**src/rtl/pdm_pkg.sv**
```systemverilog
// rtl/pdm_pkg.sv - shared state type, default parameters and width helper for the PDM front end
package pdm_pkg;

   typedef enum logic [1:0] {
      ST_IDLE   = 2'd0,
      ST_WARMUP = 2'd1,
      ST_RUN    = 2'd2
   } pdm_state_t;

   localparam int DEF_CLK_DIV_HALF = 25;
   localparam int DEF_WIN_BITS     = 128;
   localparam int DEF_WARMUP_WIN   = 2;

   // A full window of ones is WIN_BITS itself, hence the extra bit.
   function automatic int out_w(input int win_bits);
      return $clog2(win_bits) + 1;
   endfunction

endpackage

```
**src/rtl/pdm_clk_gen.sv**
```systemverilog
// rtl/pdm_clk_gen.sv - microphone clock divider with a strobe at the end of each M_CLK high phase
module pdm_clk_gen
   import pdm_pkg::*;
#(
   parameter int CLK_DIV_HALF = DEF_CLK_DIV_HALF
) (
   input  logic clk_i,
   input  logic rst_i,
   input  logic i_hold,
   output logic o_m_clk,
   output logic o_sample_tick
);

   localparam int DIV_W = $clog2(CLK_DIV_HALF);

   logic [DIV_W-1:0] r_div_cnt;
   logic             r_m_clk;
   logic             w_tc;

   assign w_tc = (r_div_cnt == DIV_W'(CLK_DIV_HALF - 1));

   always_ff @(posedge clk_i) begin
      if (rst_i || i_hold) begin
         r_div_cnt <= '0;
         r_m_clk   <= 1'b0;
      end else if (w_tc) begin
         r_div_cnt <= '0;
         r_m_clk   <= ~r_m_clk;
      end else begin
         r_div_cnt <= r_div_cnt + DIV_W'(1);
      end
   end

   // Data is taken on the terminal count that ends the high phase.
   assign o_sample_tick = w_tc & r_m_clk & ~i_hold;
   assign o_m_clk       = r_m_clk;

endmodule

```
**src/rtl/pdm_mic_frontend.sv**
```systemverilog
// rtl/pdm_mic_frontend.sv - PDM mic front end: ones count per window, warm-up FSM; PDM_MIC_FRONTEND_MAG_EN selects |count - WIN_BITS/2| output
module pdm_mic_frontend
   import pdm_pkg::*;
#(
   parameter int CLK_DIV_HALF = DEF_CLK_DIV_HALF,
   parameter int WIN_BITS     = DEF_WIN_BITS,
   parameter int WARMUP_WIN   = DEF_WARMUP_WIN,
   parameter int OUT_W        = out_w(WIN_BITS)
) (
   input  logic             clk_i,
   input  logic             rst_i,
   input  logic             en_i,
   input  logic             M_DATA,
   output logic             M_CLK,
   output logic             M_LRSEL,
   output logic [OUT_W-1:0] sample_o,
   output logic             valid_o,
   output logic             running_o
);

   localparam int BIT_W  = $clog2(WIN_BITS);
   localparam int WARM_W = (WARMUP_WIN > 0) ? $clog2(WARMUP_WIN + 1) : 1;
   localparam logic [WARM_W-1:0] WARM_TGT = WARM_W'(WARMUP_WIN);

   pdm_state_t       r_state;
   logic             r_running;
   logic [1:0]       r_sync;
   logic [BIT_W-1:0] r_bit_cnt;
   logic [OUT_W-1:0] r_ones_cnt;
   logic [WARM_W-1:0] r_warm_cnt;
   logic [OUT_W-1:0] r_win_cnt;
   logic             r_win_vld;

   logic             w_hold;
   logic             w_tick;
   logic             w_win_done;
   logic [OUT_W-1:0] w_ones_next;

   // Holding on a low en_i too makes M_CLK drop in the same cycle the FSM returns to IDLE.
   assign w_hold = (r_state == ST_IDLE) || !en_i;

   pdm_clk_gen #(
      .CLK_DIV_HALF (CLK_DIV_HALF)
   ) u_clk_gen (
      .clk_i         (clk_i),
      .rst_i         (rst_i),
      .i_hold        (w_hold),
      .o_m_clk       (M_CLK),
      .o_sample_tick (w_tick)
   );

   assign M_LRSEL     = 1'b0;
   assign w_ones_next = r_ones_cnt + OUT_W'(r_sync[1]);
   assign w_win_done  = w_tick && (r_bit_cnt == BIT_W'(WIN_BITS - 1));

   always_ff @(posedge clk_i) begin
      if (rst_i) begin
         r_sync <= 2'b00;
      end else begin
         r_sync <= {r_sync[0], M_DATA};
      end
   end

   always_ff @(posedge clk_i) begin
      if (rst_i) begin
         r_state    <= ST_IDLE;
         r_running  <= 1'b0;
         r_bit_cnt  <= '0;
         r_ones_cnt <= '0;
         r_warm_cnt <= '0;
         r_win_cnt  <= '0;
         r_win_vld  <= 1'b0;
      end else begin
         r_win_vld <= 1'b0;
         if (!en_i) begin
            r_state    <= ST_IDLE;
            r_running  <= 1'b0;
            r_bit_cnt  <= '0;
            r_ones_cnt <= '0;
            r_warm_cnt <= '0;
         end else begin
            if (w_tick) begin
               if (w_win_done) begin
                  r_bit_cnt  <= '0;
                  r_ones_cnt <= '0;
               end else begin
                  r_bit_cnt  <= r_bit_cnt + BIT_W'(1);
                  r_ones_cnt <= w_ones_next;
               end
            end
            case (r_state)
               ST_IDLE: begin
                  r_state <= ST_WARMUP;
               end
               ST_WARMUP: begin
                  if (r_warm_cnt == WARM_TGT) begin
                     r_state   <= ST_RUN;
                     r_running <= 1'b1;
                  end else if (w_win_done) begin
                     r_warm_cnt <= r_warm_cnt + WARM_W'(1);
                  end
               end
               ST_RUN: begin
                  if (w_win_done) begin
                     r_win_cnt <= w_ones_next;
                     r_win_vld <= 1'b1;
                  end
               end
               default: begin
                  r_state   <= ST_IDLE;
                  r_running <= 1'b0;
               end
            endcase
         end
      end
   end

`ifdef PDM_MIC_FRONTEND_MAG_EN
   logic [OUT_W:0]   w_diff;
   logic [OUT_W:0]   w_mag;
   logic [OUT_W-1:0] r_sample;
   logic             r_valid;

   assign w_diff = {1'b0, r_win_cnt} - (OUT_W + 1)'(WIN_BITS / 2);
   assign w_mag  = w_diff[OUT_W] ? -w_diff : w_diff;

   always_ff @(posedge clk_i) begin
      if (rst_i) begin
         r_sample <= '0;
         r_valid  <= 1'b0;
      end else begin
         r_valid <= r_win_vld;
         if (r_win_vld) begin
            r_sample <= OUT_W'(w_mag);
         end
      end
   end

   assign sample_o = r_sample;
   assign valid_o  = r_valid;
`else
   assign sample_o = r_win_cnt;
   assign valid_o  = r_win_vld;
`endif

   assign running_o = r_running;

endmodule

```
**config.mk**
```make
export PLATFORM = sky130hd
export DESIGN_NAME = pdm_mic_frontend
export DESIGN_NICKNAME = d
export VERILOG_FILES = /design/src/rtl/pdm_pkg.sv /design/src/rtl/pdm_clk_gen.sv /design/src/rtl/pdm_mic_frontend.sv
export SDC_FILE = /design/constraint.sdc
export NUM_CORES = 1
export LEC_CHECK = 0
export BUFFER_PORTS_ARGS = -buffer_cell sky130_fd_sc_hd__buf_2
export CORE_MARGIN = 5
export CORE_UTILIZATION = 55
export DETAILED_ROUTE_END_ITERATION = 16
export PLACE_DENSITY = 0.86
export SLEW_MARGIN = 10
export SYNTH_ARGS = -nofsm -noshare
export SYNTH_HDL_FRONTEND = slang
export SYNTH_SLANG_ARGS = --single-unit
```
**constraint.sdc**
```tcl
create_clock -name clk_i -period 2 [get_ports clk_i]
set_input_delay 0.1 -clock clk_i [delete_from_list [all_inputs] [get_ports clk_i]]
set_output_delay 0.1 -clock clk_i [all_outputs]
set_load 0.01 [all_outputs]
```
# Yosys cells after proc, flatten, opt, wreduce, memory -nomap -nowiden
# Cells that the tools add are included.
dict set report totals {
  register_bits 37
  input_bits 4
  out_inout_bits 12
  wordCells 48
}
dict set report classes {
  n_addsub 4
  eq_ne 6
  mux 7
  n_bitwise 8
  reduce_logical 13
}
# op count
set op_table {}
lappend op_table {{adder 8 x 1 -> 8 bit} 1}
lappend op_table {{2-to-1 mux 8 bit} 1}
lappend op_table {{adder 7 x 1 -> 7 bit (second input constant)} 1}
lappend op_table {{equality test 7 bit (second input constant)} 1}
lappend op_table {{2-to-1 mux 7 bit} 1}
lappend op_table {{inverter 1 bit} 6}
lappend op_table {{one-hot mux 2 bit (3 select lines)} 1}
lappend op_table {{AND reduction 3 bit} 2}
lappend op_table {{OR reduction 2 bit} 3}
lappend op_table {{adder 5 x 1 -> 5 bit (second input constant)} 1}
lappend op_table {{equality test 5 bit (second input constant)} 1}
lappend op_table {{equality test 2 bit (second input constant)} 2}
lappend op_table {{AND reduction 2 bit} 2}
lappend op_table {{OR reduction 3 bit} 1}
lappend op_table {{adder 2 x 1 -> 2 bit (second input constant)} 1}
lappend op_table {{AND 1 bit} 2}
lappend op_table {{equality test 2 x 1 -> 1 bit (second input constant)} 1}
lappend op_table {{zero test 2 bit} 1}
lappend op_table {{logical OR 1 bit} 2}
lappend op_table {{2-to-1 mux 1 bit} 2}
lappend op_table {{2-to-1 mux 2 bit} 1}
lappend op_table {{inequality test 2 bit (second input constant)} 1}
lappend op_table {{one-hot mux 1 bit (2 select lines)} 1}
lappend op_table {{logical AND 1 bit} 1}
lappend op_table {{zero test 1 bit} 1}

# Logic depth before layout (Yosys ltp)
dict set report depth {
  ltp_word 6
  ltp_mapped 8
  depth_no_buf 6
}

# By module
# From an unflattened synthesis, not the netlist that was laid out.
dict set report hier_totals {
  hier_cells 173
  hier_area_um2 1689.1
}
# module instances cells_per_inst area_each_um2 seq_area_each_um2
set by_module_without_submodules {}
lappend by_module_without_submodules {pdm_mic_frontend 1 147 1420.1 620.6}
lappend by_module_without_submodules {pdm_clk_gen 1 26 269.0 120.1}

# Worst setup path after synthesis
# Ideal clock, no wire load.
dict set report synth_timing {
  kind {reg2reg}
  startpoint {reg u_clk_gen.r_div_cnt[0]}
  endpoint {reg r_warm_cnt[0]}
  setup_time_ps 132
  arrival_time_ps 1551
  t_required_ps 1868
  slack_ps 316
  stages_incl_launch_ff 9
  n_path_buf 2
  period_less_slack_ps 1684
  path_cell_list {dfxtp_1 -> inv_1 -> ha_1 -> nand4b_4 -> buf_6 -> or2_2 -> buf_2 -> o31ai_1 -> a21oi_1}
}
dict set report synth_via {
  elab_chain_cells 5
}
# element line
set synth_rtl {}
lappend synth_rtl {{start, declared} pdm_clk_gen.sv:16} ;# logic [DIV_W-1:0] r_div_cnt;
lappend synth_rtl {{start signal, assigned} pdm_clk_gen.sv:30} ;# r_div_cnt <= r_div_cnt + DIV_W'(1);
lappend synth_rtl {{equality test 5 bit} pdm_clk_gen.sv:20} ;# assign w_tc = (r_div_cnt == DIV_W'(CLK_DIV_HALF - 1));
lappend synth_rtl {{AND 1 bit (2 in a row)} pdm_clk_gen.sv:35} ;# assign o_sample_tick = w_tc & r_m_clk & ~i_hold;
lappend synth_rtl {{logical AND 1 bit} pdm_mic_frontend.sv:54} ;# assign w_win_done = w_tick && (r_bit_cnt == BIT_W'(WIN_BITS - 1));
lappend synth_rtl {{AND reduction 3 bit (no source line)} --}
lappend synth_rtl {{end signal, assigned} pdm_mic_frontend.sv:100} ;# r_warm_cnt <= r_warm_cnt + WARM_W'(1);
lappend synth_rtl {{end, declared} pdm_mic_frontend.sv:30} ;# logic [WARM_W-1:0] r_warm_cnt;
# Every way passes these cells.
# A chain may end at the register's enable or synchronous reset.

# Final worst setup path
# Same ends and word-level chain as after synthesis.

==> out/qor.csv <==
metric;value;unit
# H-tree levels;2;
Syn Inst Count;189;
FP Rows;20;
fmax;572;MHz
TritonCTS Buffers;5;
worst vdd ir;0.000474;V
Fill cells;265;
Detailed Route WL;3180;um
vias in the first global route;1200;
Startpoint Class;flop;
Tcrit/Tclk final;87.5;%
post-synth net total;199;
share of layout cells above drive strength 1;17.2;%
top cells by instance count after synthesis;dfxtp_1 (37), nor2_1 (26), nand2_1 (19), nand3_1 (10), xnor2_1 (10);
drt first-iter violations;48;
largest net degree at the start of global routing;13;
RSZ-0062 raised after global routing;no;
ANT nets after route;0;
register area;741;um2
Hold Fails Final Rpt;0;
Multi-input gate area;876;um2
mapped cell area;1700;um2
Least-Margin Pin Slew;636;ps
most frequent cell after synthesis;dfxtp_1;
GRT Util Overall;16.9;%
ant diodes;0;
power density cells;633;nW/um2
die width;65.6;um
Post-synth EDFFs;0;
Max-Cap Viols;0;
Post-synth ARST share;0;%
CP Data Required Time;2230;ps
Syn Area/Cell;8.98;um2
YS warnings;0;
clk_lat worst skew;360;ps
I/O Buffers;14;
Pre-antenna DRT Iters;4;
kind of critical path;reg2reg;
Post-Layout Inst Area;1830;um2
DIE HEIGHT;65.6;um
Max-Slew Margin vs Limit;57.5;%
CTS tree;done;
clock skew;12.7;ps
global route total overflow;0;
Critical Path AT;1980;ps
clk sinks;37;
Clock transition at path regs;120;ps
Synth Register Bits;37;
Fin Setup TNS;0;ps
P_leak;0.629;nW
dpl hpwl;2220;um
nets;213;
first-pass GRT wire length;5490;um
initial core utilization;56.5;%
cell taking the most area after synthesis;dfxtp_1;
placed instance area;1760;um2
# IOs;16;
root buffer cell;clkbuf_4;
pre-CTS setup slack;155;ps
Tmin final;1750;ps
CP Capture Type;flop;
Final WS setup;251;ps
Synth Flop Type;dfxtp_1;
Hold Path Class;in2reg;
drt wl/cell;13.4;um
synth top area cells;dfxtp_1 (44%), nor2_1 (5.7%), xnor2_1 (5.2%);
critical path peak fanout;11;
Layout area overhead;7.81;%
top-area cell type share of the netlist area;43.6;%
final RePlAce weighted congestion;0.861;
max-slew violations;0;
CTS max path bufs;2;
Placeable Area;3000;um2
Via Count;1325;
outcome;finished clean;
Via-to-Cell Ratio;5.59;
Unique masters post-synth;41;
final setup vio count;0;
die footprint;4300;um2
initial antenna violation count;0;
sequential area share after synthesis;43.6;%
Residual DRC;0;
==> stage by stage <==
| stage | std cells | total power, mW | utilization [%] | hold WS (ps) |
|---|---|---|---|---|
| 6_report | 237 | 1.16 | 61.0 | 64.3 |
| 5_1_grt | 237 | 1.21 | 61.0 | 50.9 |
| 2_1_floorplan | 189 | 0.783 | - | 228 |
| 3_5_place_dp | 228 | 0.790 | 58.7 | 323 |
| 3_3_place_gp | 228 | 0.790 | 58.7 | 313 |
| 4_1_cts | 237 | 1.16 | 60.8 | 62.1 |
==> layout make-up <==
cell class,count,area share (%)
inverter,5,1.03
multi-input combinational,136,47.8
timing repair buffer,18,5.60
clock inverter,2,0.547
clock buffer,6,2.26
sequential,37,40.5
tap,33,2.26
==> flip-flops by register name (all words and copies together), names as in the netlist <==
signal and cells:
valid_o 1, r_ones_cnt 8, u_clk_gen.r_div_cnt 5, u_clk_gen.o_m_clk 1, r_state 2, r_bit_cnt 7
r_sync 2, r_warm_cnt 2, running_o 1, sample_o 8
==> cell families after synthesis <==
| group | share of synthesized area [%] |
|---|---|
| AOI/OAI and AO/OA | 11.0 |
| xor gates and xnor gates | 7.22 |
| adders and majority gates | 4.42 |
| buffers and inverters | 5.16 |
| DFF | 43.6 |
| muxes | 1.77 |
| other | 0.221 |
| and+or+nand+nor | 26.6 |
==> timing repair <==
action | CTS | global route
hold buffers | 1 | 0
endpoints found under the hold margin | 1 | 0
setup buffers | 0 | 0
gates resized for setup | 0 | 1
endpoints found under the setup margin | 0 | 1
==> cell usage in the layout (no fill, tap or decap), types with 2 or more instances in the layout <==
cell,synthesis,layout
clkinv_2,0,2
mux2i_1,3,3
nand3_1,10,10
nor3_1,6,6
a21oi_1,8,8
nor2_1,26,26
xor2_1,4,4
nand4_1,3,3
a311oi_1,2,2
o32ai_1,3,3
or3_1,2,2
o31ai_1,2,2
xnor2_1,10,10
nor2b_1,4,4
nand2b_1,3,3
inv_1,5,5
or2_2,3,3
a211oi_1,5,5
clkbuf_4,0,5
buf_4,2,3
ha_1,6,6
nand2_1,19,19
buf_2,2,14
dfxtp_1,37,37
==> metal layers <==
metal / vias up / track usage, % / wire (um)
met5: - / 0 / 0
met4: 0 / 6.99 / 83
met3: 11 / 6.15 / 121
met2: 27 / 25.7 / 1430
met1: 607 / 21.5 / 1550
li1: 680 / - / -
==> critical path, cell delays in order, from the launching register on <==
cell and delay [ps]:
dfxtp_1 350, inv_1 60, ha_1 180, nand4b_4 220, or2_2 470, o31ai_1 260, a21oi_1 90
==> worst paths after layout <==
path              cells past startpoint                    endpoint                         startpoint  slack, ps
setup / recovery                      6  r_warm_cnt[0]$_SDFFE_PP0P_  u_clk_gen.r_div_cnt[0]$_SDFF_PP0_        250
setup reg to reg                      6  r_warm_cnt[0]$_SDFFE_PP0P_  u_clk_gen.r_div_cnt[0]$_SDFF_PP0_        250
hold reg to reg                       1        r_sync[1]$_SDFF_PP0_               r_sync[0]$_SDFF_PP0_        450
hold / removal                        2    sample_o[7]$_SDFFE_PP0P_                              rst_i         60
==> report_power, final <==
group          internal, mW  switching [mW]
clock network         0.134           0.249
registers             0.740         0.00416
logic                0.0111          0.0208
total                 0.885           0.274
Note: power is estimated with default switching activity, not from simulation.
